==> src/rtl/ram8_pkg.sv <==
// Shared constants and types for the RAM8 two-requester arbiter.
package ram8_pkg;

  localparam int unsigned RAM8_DATA_WIDTH    = 16;
  localparam int unsigned RAM8_ADDRESS_WIDTH = 3;

  // Requester ids; also the bit positions in the req/gnt vectors.
  localparam int unsigned REQ_A = 0;
  localparam int unsigned REQ_B = 1;

  typedef enum logic {
    CLEAR = 1'b0,
    SERVE = 1'b1
  } state_t;

endpackage

==> src/rtl/ram8_if.sv <==
// Requester-side bus for both RAM8 clients (A and B).
interface ram8_if
  import ram8_pkg::*;
#(
  parameter int unsigned DATA_WIDTH    = RAM8_DATA_WIDTH,
  parameter int unsigned ADDRESS_WIDTH = RAM8_ADDRESS_WIDTH
);

  logic                     a_req;
  logic                     a_we;
  logic [ADDRESS_WIDTH-1:0] a_addr;
  logic [DATA_WIDTH-1:0]    a_wdata;
  logic                     a_gnt;
  logic                     a_rvalid;
  logic [DATA_WIDTH-1:0]    a_rdata;

  logic                     b_req;
  logic                     b_we;
  logic [ADDRESS_WIDTH-1:0] b_addr;
  logic [DATA_WIDTH-1:0]    b_wdata;
  logic                     b_gnt;
  logic                     b_rvalid;
  logic [DATA_WIDTH-1:0]    b_rdata;

  modport master (
    output a_req, a_we, a_addr, a_wdata,
    input  a_gnt, a_rvalid, a_rdata,
    output b_req, b_we, b_addr, b_wdata,
    input  b_gnt, b_rvalid, b_rdata
  );

  modport slave (
    input  a_req, a_we, a_addr, a_wdata,
    output a_gnt, a_rvalid, a_rdata,
    input  b_req, b_we, b_addr, b_wdata,
    output b_gnt, b_rvalid, b_rdata
  );

endinterface

==> src/rtl/rr_arbiter2.sv <==
// Two-way round-robin arbiter; last = id of the previous grantee (0=A, 1=B).
module rr_arbiter2 (
  input  logic [1:0] req,
  input  logic       last,
  output logic [1:0] gnt
);

  // A lone requester wins; on conflict the one not granted last wins.
  always_comb begin
    gnt    = 2'b00;
    gnt[0] = req[0] & (~req[1] | last);
    gnt[1] = req[1] & (~req[0] | ~last);
  end

endmodule

==> src/rtl/ram8_arbiter.sv <==
// Shares one RAM8 between requesters A and B: clear-after-reset, then
// round-robin single-cycle grants with registered read return.
module ram8_arbiter
  import ram8_pkg::*;
#(
  parameter int unsigned DATA_WIDTH     = RAM8_DATA_WIDTH,
  parameter int unsigned ADDRESS_WIDTH  = RAM8_ADDRESS_WIDTH,
  parameter bit          CLEAR_ON_RESET = 1'b1
) (
  input  logic                     clk,
  input  logic                     reset_n,
  ram8_if.slave                    bus,
  output logic [ADDRESS_WIDTH-1:0] ram_address,
  output logic [DATA_WIDTH-1:0]    ram_in,
  output logic                     ram_load,
  input  logic [DATA_WIDTH-1:0]    ram_out,
  output logic                     busy
);

  localparam int unsigned LAST_ADDR = (2 ** ADDRESS_WIDTH) - 1;

  state_t                   state;
  logic [ADDRESS_WIDTH-1:0] clr_cnt;
  logic [ADDRESS_WIDTH-1:0] held_address;
  logic                     rr_last;
  logic                     serve;
  logic [1:0]               req;
  logic [1:0]               gnt;

  // Grants only in SERVE and never while reset is asserted.
  assign serve = reset_n && (state == SERVE);
  assign req   = serve ? {bus.b_req, bus.a_req} : 2'b00;

  rr_arbiter2 u_rr (
    .req  (req),
    .last (rr_last),
    .gnt  (gnt)
  );

  assign bus.a_gnt = gnt[REQ_A];
  assign bus.b_gnt = gnt[REQ_B];
  assign busy      = (state == CLEAR);

  // RAM port mux: clear engine, then the grantee; idle keeps the address.
  always_comb begin
    ram_address = held_address;
    ram_in      = '0;
    ram_load    = 1'b0;
    if (state == CLEAR) begin
      ram_address = clr_cnt;
      ram_load    = reset_n;
    end else if (gnt[REQ_A]) begin
      ram_address = bus.a_addr;
      ram_in      = bus.a_wdata;
      ram_load    = bus.a_we;
    end else if (gnt[REQ_B]) begin
      ram_address = bus.b_addr;
      ram_in      = bus.b_wdata;
      ram_load    = bus.b_we;
    end
  end

  // State, clear counter, round-robin pointer and read-return registers.
  always_ff @(posedge clk) begin
    if (!reset_n) begin
      state        <= CLEAR_ON_RESET ? CLEAR : SERVE;
      clr_cnt      <= '0;
      held_address <= '0;
      rr_last      <= 1'(REQ_B);
      bus.a_rvalid <= 1'b0;
      bus.b_rvalid <= 1'b0;
      bus.a_rdata  <= '0;
      bus.b_rdata  <= '0;
    end else begin
      held_address <= ram_address;
      bus.a_rvalid <= 1'b0;
      bus.b_rvalid <= 1'b0;
      case (state)
        CLEAR: begin
          if (clr_cnt == ADDRESS_WIDTH'(LAST_ADDR)) state <= SERVE;
          else clr_cnt <= clr_cnt + ADDRESS_WIDTH'(1);
        end
        SERVE: begin
          if (gnt[REQ_A]) begin
            rr_last <= 1'(REQ_A);
            if (!bus.a_we) begin
              bus.a_rdata  <= ram_out;
              bus.a_rvalid <= 1'b1;
            end
          end
          if (gnt[REQ_B]) begin
            rr_last <= 1'(REQ_B);
            if (!bus.b_we) begin
              bus.b_rdata  <= ram_out;
              bus.b_rvalid <= 1'b1;
            end
          end
        end
        default: state <= SERVE;
      endcase
    end
  end

endmodule

==> src/flat_wrapper.sv <==
// flat-port wrapper written by rule: the top's interface ports become plain ports
module ram8_arbiter_flat import ram8_pkg::*;
#(
  parameter int unsigned DATA_WIDTH     = RAM8_DATA_WIDTH,
  parameter int unsigned ADDRESS_WIDTH  = RAM8_ADDRESS_WIDTH,
  parameter bit          CLEAR_ON_RESET = 1'b1
)
  (clk, reset_n, ram_address, ram_in, ram_load, ram_out, busy, bus_a_req, bus_a_we, bus_a_addr, bus_a_wdata, bus_a_gnt, bus_a_rvalid, bus_a_rdata, bus_b_req, bus_b_we, bus_b_addr, bus_b_wdata, bus_b_gnt, bus_b_rvalid, bus_b_rdata);
  ram8_if #(.DATA_WIDTH(DATA_WIDTH), .ADDRESS_WIDTH(ADDRESS_WIDTH)) bus_i ();
  input  logic clk;
  input  logic reset_n;
  output logic [ADDRESS_WIDTH-1:0] ram_address;
  output logic [DATA_WIDTH-1:0] ram_in;
  output logic ram_load;
  input  logic [DATA_WIDTH-1:0] ram_out;
  output logic busy;
  input wire logic [$bits(bus_i.a_req)-1:0] bus_a_req;
  input wire logic [$bits(bus_i.a_we)-1:0] bus_a_we;
  input wire logic [$bits(bus_i.a_addr)-1:0] bus_a_addr;
  input wire logic [$bits(bus_i.a_wdata)-1:0] bus_a_wdata;
  output wire logic [$bits(bus_i.a_gnt)-1:0] bus_a_gnt;
  output wire logic [$bits(bus_i.a_rvalid)-1:0] bus_a_rvalid;
  output wire logic [$bits(bus_i.a_rdata)-1:0] bus_a_rdata;
  input wire logic [$bits(bus_i.b_req)-1:0] bus_b_req;
  input wire logic [$bits(bus_i.b_we)-1:0] bus_b_we;
  input wire logic [$bits(bus_i.b_addr)-1:0] bus_b_addr;
  input wire logic [$bits(bus_i.b_wdata)-1:0] bus_b_wdata;
  output wire logic [$bits(bus_i.b_gnt)-1:0] bus_b_gnt;
  output wire logic [$bits(bus_i.b_rvalid)-1:0] bus_b_rvalid;
  output wire logic [$bits(bus_i.b_rdata)-1:0] bus_b_rdata;
  assign bus_i.a_req = bus_a_req;
  assign bus_i.a_we = bus_a_we;
  assign bus_i.a_addr = bus_a_addr;
  assign bus_i.a_wdata = bus_a_wdata;
  assign bus_a_gnt = bus_i.a_gnt;
  assign bus_a_rvalid = bus_i.a_rvalid;
  assign bus_a_rdata = bus_i.a_rdata;
  assign bus_i.b_req = bus_b_req;
  assign bus_i.b_we = bus_b_we;
  assign bus_i.b_addr = bus_b_addr;
  assign bus_i.b_wdata = bus_b_wdata;
  assign bus_b_gnt = bus_i.b_gnt;
  assign bus_b_rvalid = bus_i.b_rvalid;
  assign bus_b_rdata = bus_i.b_rdata;
  ram8_arbiter #(.DATA_WIDTH(DATA_WIDTH), .ADDRESS_WIDTH(ADDRESS_WIDTH), .CLEAR_ON_RESET(CLEAR_ON_RESET)) u_core (.clk(clk), .reset_n(reset_n), .bus(bus_i), .ram_address(ram_address), .ram_in(ram_in), .ram_load(ram_load), .ram_out(ram_out), .busy(busy));
endmodule
==> config.mk <==
export PLATFORM = sky130hd
export DESIGN_NAME = ram8_arbiter_flat
export DESIGN_NICKNAME = d
export VERILOG_FILES = /design/src/rtl/ram8_pkg.sv /design/src/rtl/ram8_if.sv /design/src/rtl/rr_arbiter2.sv /design/src/rtl/ram8_arbiter.sv /design/src/flat_wrapper.sv
export SDC_FILE = /design/constraint.sdc
export NUM_CORES = 1
export LEC_CHECK = 0
export BUFFER_PORTS_ARGS = -buffer_cell sky130_fd_sc_hd__clkbuf_2
export CAP_MARGIN = 20
export CORE_ASPECT_RATIO = 1.75
export CORE_MARGIN = 2
export CORE_UTILIZATION = 46
export DETAILED_ROUTE_END_ITERATION = 6
export GPL_ROUTABILITY_DRIVEN = 0
export PLACE_DENSITY = 0.85
export SYNTH_ARGS = -nofsm -noshare
export SYNTH_HDL_FRONTEND = slang
export SYNTH_SLANG_ARGS = --single-unit
==> constraint.sdc <==
create_clock -name clk -period 2.28 [get_ports clk]
set_input_delay 0.228 -clock clk [delete_from_list [all_inputs] [get_ports clk]]
set_output_delay 0.228 -clock clk [all_outputs]
set_load 0.005 [all_outputs]
### Word level (Yosys, flattened, before mapping)

Index checks and enable logic that the tools add are counted.

* reductions and logical operators: 8
* eq/ne operators: 1
* multiplexer cells: 16
* bitwise operators: 11
* add/sub/neg operators: 1

Operators by type and width (count)
* 2-to-1 mux 16 bit: 3
* AND reduction 3 bit: 4
* 2-to-1 mux 1 bit: 9
* 2-to-1 mux 3 bit: 3
* inverter 1 bit: 7
* AND reduction 2 bit: 2
* adder 3 x 1 -> 3 bit (second input constant): 1
* == test 3 bit (second input constant): 1
* AND 1 bit: 2
* 2-to-1 mux 2 bit: 1
* bitwise OR 1 bit: 2
* nonzero test 2 bit: 1
* logical AND 1 bit: 1

* input port bits: 60
* output and inout port bits: 57
* register bits after elaboration: 42

### Logic depth before layout (Yosys ltp)

Gate-level depths: netlist of the first run.

* word-level depth: 8
* depth in mapped cells: 7

### By module

From an unflattened synthesis of the first run, not the netlist that was laid out.

* cells, all modules: 209
* area total of the unflattened synthesis: 2029.4 sq um

By module, submodules not included
* ram8_arbiter: cells each 206, area an instance 2010.7 sq um, instances 1
* rr_arbiter2: cells each 3, area an instance 18.8 sq um, instances 1

### Worst setup path before layout of the first run

OpenSTA, ideal clock, no wires.

* path type: register to output
* start: register u_core.state
* end: output ram_in[1]
* cell stages (with the launch flop): 7
* path buffers: 2
* setup slack: 844 ps
* data arrival time: 1208 ps
* path through: dfxtp_1 and2_1 buf_4 nand3_1 inv_2 buf_2 a22o_1

* word-level cells in the longest chain between the ends: 8
* elaborated cells on any way between the ends: 11

RTL lines
* from (decl): RTL line ram8_arbiter.sv:22 `state_t state;`
* from (signal assigned): RTL line ram8_arbiter.sv:66 `state <= CLEAR_ON_RESET ? CLEAR : SERVE;`
* logical AND 1 bit (*): RTL line ram8_arbiter.sv:31 `assign serve = reset_n && (state == SERVE);`
* 2-to-1 mux 2 bit (*): RTL line ram8_arbiter.sv:32 `assign req = serve ? {bus.b_req, bus.a_req} : 2'b00;`
* inverter 1 bit: RTL line rr_arbiter2.sv:12 `gnt[1] = req[1] & (~req[0] | ~last);`
* bitwise OR 1 bit: RTL line rr_arbiter2.sv:12
* AND 1 bit (*): RTL line rr_arbiter2.sv:12
* named net bus_b_gnt: RTL line flat_wrapper.sv:28 `output wire logic [$bits(bus_i.b_gnt)-1:0] bus_b_gnt;`
* 2-to-1 mux 16 bit (*): RTL line ram8_arbiter.sv:56 `end else if (gnt[REQ_B]) begin`
* 2-to-1 mux 16 bit (*): RTL line ram8_arbiter.sv:52 `end else if (gnt[REQ_A]) begin`
* 2-to-1 mux 16 bit (*): RTL line ram8_arbiter.sv:49 `if (state == CLEAR) begin`
* to (decl): RTL line flat_wrapper.sv:13 `output logic [DATA_WIDTH-1:0] ram_in;`

The timed path passes the listed nets; every way through them passes the cells marked *.

### Worst setup path in the final report of the first run

* start: register u_core.state
* end: output ram_load

* word-level cells in the longest chain between the ends: 8
* elaborated cells on any way between the ends: 11

RTL lines
* logical AND 1 bit: RTL line ram8_arbiter.sv:31
* 2-to-1 mux 2 bit: RTL line ram8_arbiter.sv:32
* inverter 1 bit: RTL line rr_arbiter2.sv:12
* bitwise OR 1 bit: RTL line rr_arbiter2.sv:12
* AND 1 bit: RTL line rr_arbiter2.sv:12
* 2-to-1 mux 1 bit: RTL line ram8_arbiter.sv:56
* 2-to-1 mux 1 bit: RTL line ram8_arbiter.sv:52
* 2-to-1 mux 1 bit (*): RTL line ram8_arbiter.sv:49
* to (decl): RTL line flat_wrapper.sv:14 `output logic ram_load;`

Mark *: on every way between the ends. The rest lies on a longest branch, timed or not.

==> flow_metrics.tcl, run 1 <==
set metrics [dict create \
    run_status "complete, no violations" \
    finalSetupViolations 0 \
    yosysMostFrequentCell "dfxtp_1" \
    rr_endpoint "u_core.bus.a_rdata[6]" \
    skew_ps 6.97 \
    cts_resized 0 \
    grt_pass1_wl_mm 7.64 \
    slew_headroom_pct 57.6 \
    drc 0 \
    crit_start "u_core.state" \
    grt_pass1_vias 1817 \
    htreeDepth 2 \
    syn_area_per_cell_um2 9.40 \
    cts.sinks 42 \
    cp_num_buf_inv 3 \
    drt_iter0_drc 32 \
    ioPinCount 117 \
    ys_top_cells_by_area "dfxtp_1, a22o_1, mux2i_1" \
    fp-row-count 30 \
    hold_path_class "input pin to register" \
    cts_root_buffer "clkbuf_8" \
    drt-pass1-iter-count 4 \
    synthTopCellsByCount "dfxtp_1, o21ai_0, nand2_1" \
    postSynthNetCount 264 \
    synth_ff_type "dfxtp_1" \
    yosys_warnings 0 \
    numCtsBuffers 5 \
    die-area_mm2 0.00468 \
    slew_violations 0 \
    r2r_slack_ps 670 \
    synth_cell_types 29 \
    vias 1904 \
    power_density_mw_per_mm2 559 \
    min_period_ps 2000 \
    path_max_fanout 18 \
    diodes 0 \
    fin_util_pct 66.5 \
    port_buffers 116 \
    antenna_left 0 \
    yosysTopAreaCell "dfxtp_1" \
    core_mm2 0.00390 \
    required_ps 2050 \
    holdBufCountCts 0 \
    final_nets 377 \
    cpMaxStageDelayCell "dfxtp_1" \
    post-route-period-util_pct 87.6 \
    worst-slew-pin-transition_ps 635 \
    wl_per_cell_um 13.5 \
    crit_family "buffers and inverters" \
    viasPerCell 5.23 \
    path_depth 6 \
    netlist_instances 202 \
    ff2ff_path_depth 4 \
    syn_area_mm2 0.00190 \
    drv_cap 0 \
    finalHoldViolations 0 \
    p_total_mw 1.45 \
    track_usage_pct 21.7 \
    rsz0062_at_grt "false" \
    place_ws_ps 573 \
    synth_edf_count 0 \
    area_growth_pct 36.7 \
    start_util_pct 48.6 \
    drive_above_1_share_pct 41.1 \
    crit_path_end "ram_load" \
    yosysSeqAreaShare_pct 44.3 \
    critical-path-max-stage-delay_ps 330 \
    whs_path_depth 3 \
    grt_max_degree 39 \
    die_w_um 52.6 \
    die_h_um 89.0 \
    fillerInstances 353 \
    grt_overflow_total 0 \
    cts_tree "yes" \
    reg2reg_from "u_core.state" \
    worst_skew_pair.late_latency_ps 290 \
    clk_pin_slew_ps 80 \
    async_flop_share_pct 0 \
    setup_slack_ps 282 \
    drt-total-wl_mm 4.91 \
    cts_buffer_depth 2 \
    synth.top_cell.area_share_pct 44.3 \
    ys_ff_latch 42 \
    antenna_found_initial 0 \
    hpwlAfterDp_mm 3.80 \
    peakVddDrop_v 0.000667 \
    min_from "ram_out[7]" \
    max_freq_mhz 501 \
    cp.arrival_ps 1770 \
    p_leak_nw 1.18 \
    cp-start-kind "register" \
    postCtsSetupRepairBufs 0 \
    crit_path_cell_trace "and2_1, nand3_1, buf_4, inv_2, a221o_1, clkbuf_2" \
    finalSetupTns_ps 0 \
    crit_type "register to primary output" \
    worstSetupEndpointType "primary output" \
]
==> power by group <==
group          internal [mW]  leakage, nW  switching [mW]
combinational         0.0694        0.794          0.0534
sequential             0.743        0.339         0.00642
clock                  0.327       0.0514           0.252
total                   1.14         1.18           0.312
==> kinds of logic (layout without fill, tap and decap cells) <==
group	Yosys count	after routing	synth area share [%]
AO/OA/AOI/OAI	73	73	26.5
AND/OR/NAND/NOR	49	49	13.4
flip-flops	42	42	44.3
buffers and inverters	19	133	5.60
multiplexers	16	16	8.44
adder cells (fa/ha/maj)	2	2	1.32
XOR/XNOR	1	1	0.462
==> area by class of cell <==
type	instances	area, um2	area share, %
clock buffers	6	72.6	2.80
clock inverters	2	37.5	1.45
inverters	4	15.0	0.579
multi-input cells	141	951	36.6
flip-flops and latches	42	841	32.4
well taps	48	60.1	2.31
repair buffers	121	618	23.8
==> sequential cells by signal, indices dropped and copies added, names as in the netlist <==
name	flops
u_core.rr_last	1
u_core.bus.b_rvalid	1
u_core.clr_cnt	3
u_core.state	1
u_core.bus.a_rdata	16
u_core.held_address	3
u_core.bus.a_rvalid	1
u_core.bus.b_rdata	16
==> routing by layer <==
metal / vias to the layer above / GRT usage (%) / part of all wire [%]
met5: - / 0 / 0
met2: 81 / 43.2 / 56
met3: 9 / 4.18 / 7.2
li1: 944 / - / -
met4: 0 / 9.32 / 2.0
met1: 870 / 20.2 / 35
==> how the worst min path moves through the flow <==
| stage | to | slack, ps |
|---|---|---|
| floorplan | u_core.bus.a_rdata[10] | 360 |
| global placement | u_core.bus.a_rdata[9] | 460 |
| detailed placement | u_core.bus.a_rdata[15] | 470 |
| CTS | u_core.bus.a_rdata[7] | 150 |
| global route | u_core.bus.a_rdata[4] | 170 |
| finish | u_core.bus.a_rdata[7] | 160 |
==> worst min-delay path: stages <==
cell and delay (ps):
clkbuf_2 90, nand2_1 50, a21boi_1 50
==> stage by stage <==
stage	cells	instance area, um2	hold WS (ps)
floorplan	202	1900	363
global placement	356	2480	460
detailed placement	356	2480	467
CTS	364	2590	151
global route	364	2590	165
finish	364	2590	160
==> cells in the final DEF, fill, tap and decap left out <==
master / n
nor2b_1: 18
buf_4: 5
a21boi_0: 4
a21oi_1: 1
o21ai_1: 3
ha_1: 2
bufinv_16: 1
nor2_1: 1
o22ai_1: 1
nand3_1: 2
inv_2: 2
o2bb2ai_1: 2
clkinvlp_4: 1
clkbuf_1: 1
and3_1: 1
xnor2_1: 1
inv_1: 2
nand2b_1: 1
clkbuf_8: 5
and2_1: 2
a22o_1: 19
clkbuf_2: 116
a22oi_1: 3
a221o_1: 1
and4b_1: 2
dfxtp_1: 42
a21boi_1: 14
o21ai_0: 25
nand2_1: 22
mux2i_1: 16
No activity file was read; power rests on OpenSTA's default activity.
==> run 2, diff against run 1 <==
--- a/config.mk
+++ b/config.mk
@@ -9,10 +9,11 @@
 export CAP_MARGIN = 20
 export CORE_ASPECT_RATIO = 1.75
 export CORE_MARGIN = 2
-export CORE_UTILIZATION = 46
+export CORE_UTILIZATION = 44
 export DETAILED_ROUTE_END_ITERATION = 6
 export GPL_ROUTABILITY_DRIVEN = 0
-export PLACE_DENSITY = 0.85
+export PLACE_DENSITY = 0.8
 export SYNTH_ARGS = -nofsm -noshare
 export SYNTH_HDL_FRONTEND = slang
+export SYNTH_HIERARCHICAL = 1
 export SYNTH_SLANG_ARGS = --single-unit
==> constraint.sdc (replaced) <==
create_clock -name clk -period 1.9 [get_ports clk]
set_input_delay 0.19 -clock clk [delete_from_list [all_inputs] [get_ports clk]]
set_output_delay 0.19 -clock clk [all_outputs]
set_load 0.005 [all_outputs]
==> run 2 against run 1 <==
- the run now ends with negative setup slack left
- sequential cell count unchanged
- non-clock buffer count increased by 7
- register-to-register slack got worse by 410 ps
- global-route usage decreased by 1.4 points
- power increased by 21%
- critical path depth decreased by 1
- via count increased by 2.6%
- clock power increased by 23%
- critical path type unchanged
==> flow_metrics.tcl, run 2 <==
set metrics [dict create \
    run_status "finished, violations left" \
    violations "negative setup slack" \
    max_freq_mhz 504 \
    rsz0062_at_grt "true" \
    synth_edf_count 0 \
    clk_pin_slew_ps 90 \
    slew_headroom_pct 67.3 \
    synth_xor_area_share_pct 0 \
    antenna_found_initial 0 \
    slew_violations 0 \
    crit_type "register to primary output" \
    yosysSeqAreaShare_pct 41.4 \
    finalSetupViolations 19 \
    grt_max_degree 53 \
    cp.arrival_ps 1800 \
    p_leak_nw 1.43 \
    place_ws_ps 176 \
    wl_met2_mm 2.72 \
    yosysMostFrequentCell "nand2_1" \
    die_h_um 93.8 \
    htreeDepth 2 \
    numCtsBuffers 5 \
    synthTopCellsByCount "nand2_1, dfxtp_1, mux2i_1" \
    drc 0 \
    synth_cell_types 35 \
    vias 1954 \
    cts.sinks 42 \
    post-route-period-util_pct 105 \
    grt_pass1_vias 1918 \
    final_cell_mix "clkbuf_2, nand2_1, dfxtp_1" \
    critical-path-max-stage-delay_ps 360 \
    r2r_slack_ps 260 \
    dpl_cell_area_mm2 0.00261 \
    crit_start "u_core/state" \
    power_density_mw_per_mm2 635 \
    postSynthNetCount 271 \
    syn_area_per_cell_um2 9.71 \
    final_common_cell "clkbuf_2" \
    min_from "bus_a_we" \
    final_nets 387 \
    yosysTopAreaCell "dfxtp_1" \
    area_growth_pct 36.5 \
    cts_buffer_depth 2 \
    finalSetupTns_ps -856 \
    yosys_warnings 6 \
    fillerInstances 387 \
    hold_path_class "input pin to register" \
    min_period_ps 1990 \
    fp-row-count 32 \
    grt_pass1_wl_mm 8.41 \
    skew_ps 6.67 \
    async_flop_share_pct 0 \
    wl_per_cell_um 13.6 \
    synth_ff_type "dfxtp_1" \
    ioPinCount 117 \
    viasPerCell 5.18 \
    fin_util_pct 62.9 \
    synth-compound-area-share_pct 12.7 \
    synthAdderAreaFrac_pct 1.23 \
    holdBufCountCts 0 \
    diodes 0 \
    antenna_left 0 \
    reg2reg_from "u_core/state" \
    track_usage_pct 20.3 \
    drt-pass1-iter-count 4 \
    crit_path_cell_trace "and3_4, a21boi_4, mux2_4, a221o_1, clkbuf_2" \
    top_regs "u_core/bus.a_rdata (16), u_core/bus.b_rdata (16)" \
    port_buffers 116 \
    netlist_instances 209 \
    start_util_pct 46.1 \
    die_w_um 55.3 \
    drv_cap 0 \
    cp-start-kind "register" \
    finalHoldViolations 0 \
    core_mm2 0.00440 \
    worst-slew-pin-transition_ps 490 \
    cpMaxStageDelayCell "dfxtp_4" \
    hpwlAfterDp_mm 4.01 \
    cts_root_buffer "clkbuf_8" \
    setup_slack_ps -85.7 \
    worstSetupEndpointType "primary output" \
    path_max_fanout 4 \
    fin_area_mm2 0.00277 \
    synth.top_cell.area_share_pct 41.4 \
    required_ps 1710 \
    multi_input_area_mm2 0.00105 \
    holdWs_ps 109 \
    synth_top_family_by_area "simple AND/OR/NAND/NOR gates" \
    drive_above_1_share_pct 46.0 \
    synth-simple-area-share_pct 18.4 \
    seq_area_um2 845 \
    cts_tree "yes" \
    wl_met3_um 513 \
    worst_skew_pair.late_latency_ps 290 \
    syn_area_mm2 0.00203 \
    die-area_mm2 0.00519 \
    ys_ff_latch 42 \
    peakVddDrop_v 0.000782 \
    drt-total-wl_mm 5.13 \
    topRoutingLayerUsed "met4" \
    drt-met1-wl_mm 1.82 \
    drt_iter0_drc 61 \
    ys_top_cells_by_area "dfxtp_1, mux2i_1, nand2_1" \
    grt_overflow_total 0 \
    synthMuxAreaShare_pct 17.8 \
]
[run 2: changes by cell type after synthesis, sizes merged, moves of 4 or more]
cell    before  now
nor2b       18    1
clkbuf       8    1
o21ai       28    3
buf          7   18
mux2i       16   33
nand2       22   50
a21boi      18    2
a221o        1    5
[run 2: path summary, 6_finish.rpt]
check        cells after the start               endpoint
max                              5         ram_address[0]
min                              2    u_core/bus.a_rvalid
max reg2reg                      6  u_core/bus.a_rdata[8]
min reg2reg                      2  u_core/bus.a_rdata[7]
[run 2: routing by layer]
metal | vias up | global-route usage (%)
met3 | 5 | 7.58
met1 | 890 | 18.3
met4 | 0 | 8.13
li1 | 960 | -
met5 | - | 0
met2 | 99 | 39.4
[run 2: metrics by stage]
stage | std cells | power, mW
6_report | 377 | 1.76
5_1_grt | 377 | 1.83
4_1_cts | 377 | 1.78
3_5_place_dp | 366 | 1.07
3_3_place_gp | 366 | 1.06
2_1_floorplan | 209 | 0.983
[run 2: timing repair]
action | CTS | global route
gates resized for setup | 1 | 3
setup endpoints to repair | 20 | 20
setup buffers | 3 | 0
[run 2: kinds of logic after synthesis]
logic type	after synthesis
adder cells (fa/ha/maj)	2
AND/OR/NAND/NOR	76
flip-flops	42
AO/OA/AOI/OAI	32
buffers and inverters	22
multiplexers	35
[run 2: worst max-delay path: cells and delay by family, from the launching register on]
| family | cells | cell delay, ps |
|---|---|---|
| mux | 1 | 330 |
| compound gates | 2 | 530 |
| buf+inv | 1 | 110 |
| simple gates | 1 | 170 |
| flops | 1 | 360 |
[run 2: layout make-up]
| cell class | instances | share of cell area [%] |
|---|---|---|
| clock buffers | 5 | 2.48 |
| flip-flops and latches | 42 | 30.5 |
| clock inverters | 3 | 1.63 |
| inverters | 3 | 0.407 |
| multi-input cells | 145 | 37.9 |
| well taps | 51 | 2.30 |
| repair buffers | 128 | 24.8 |
[run 2: power breakdown]
group,leakage [nW],switching [mW],internal (mW)
clock,0.0504,0.323,0.391
combinational,1.04,0.0694,0.0814
sequential,0.340,0.00617,0.889
total,1.43,0.399,1.36
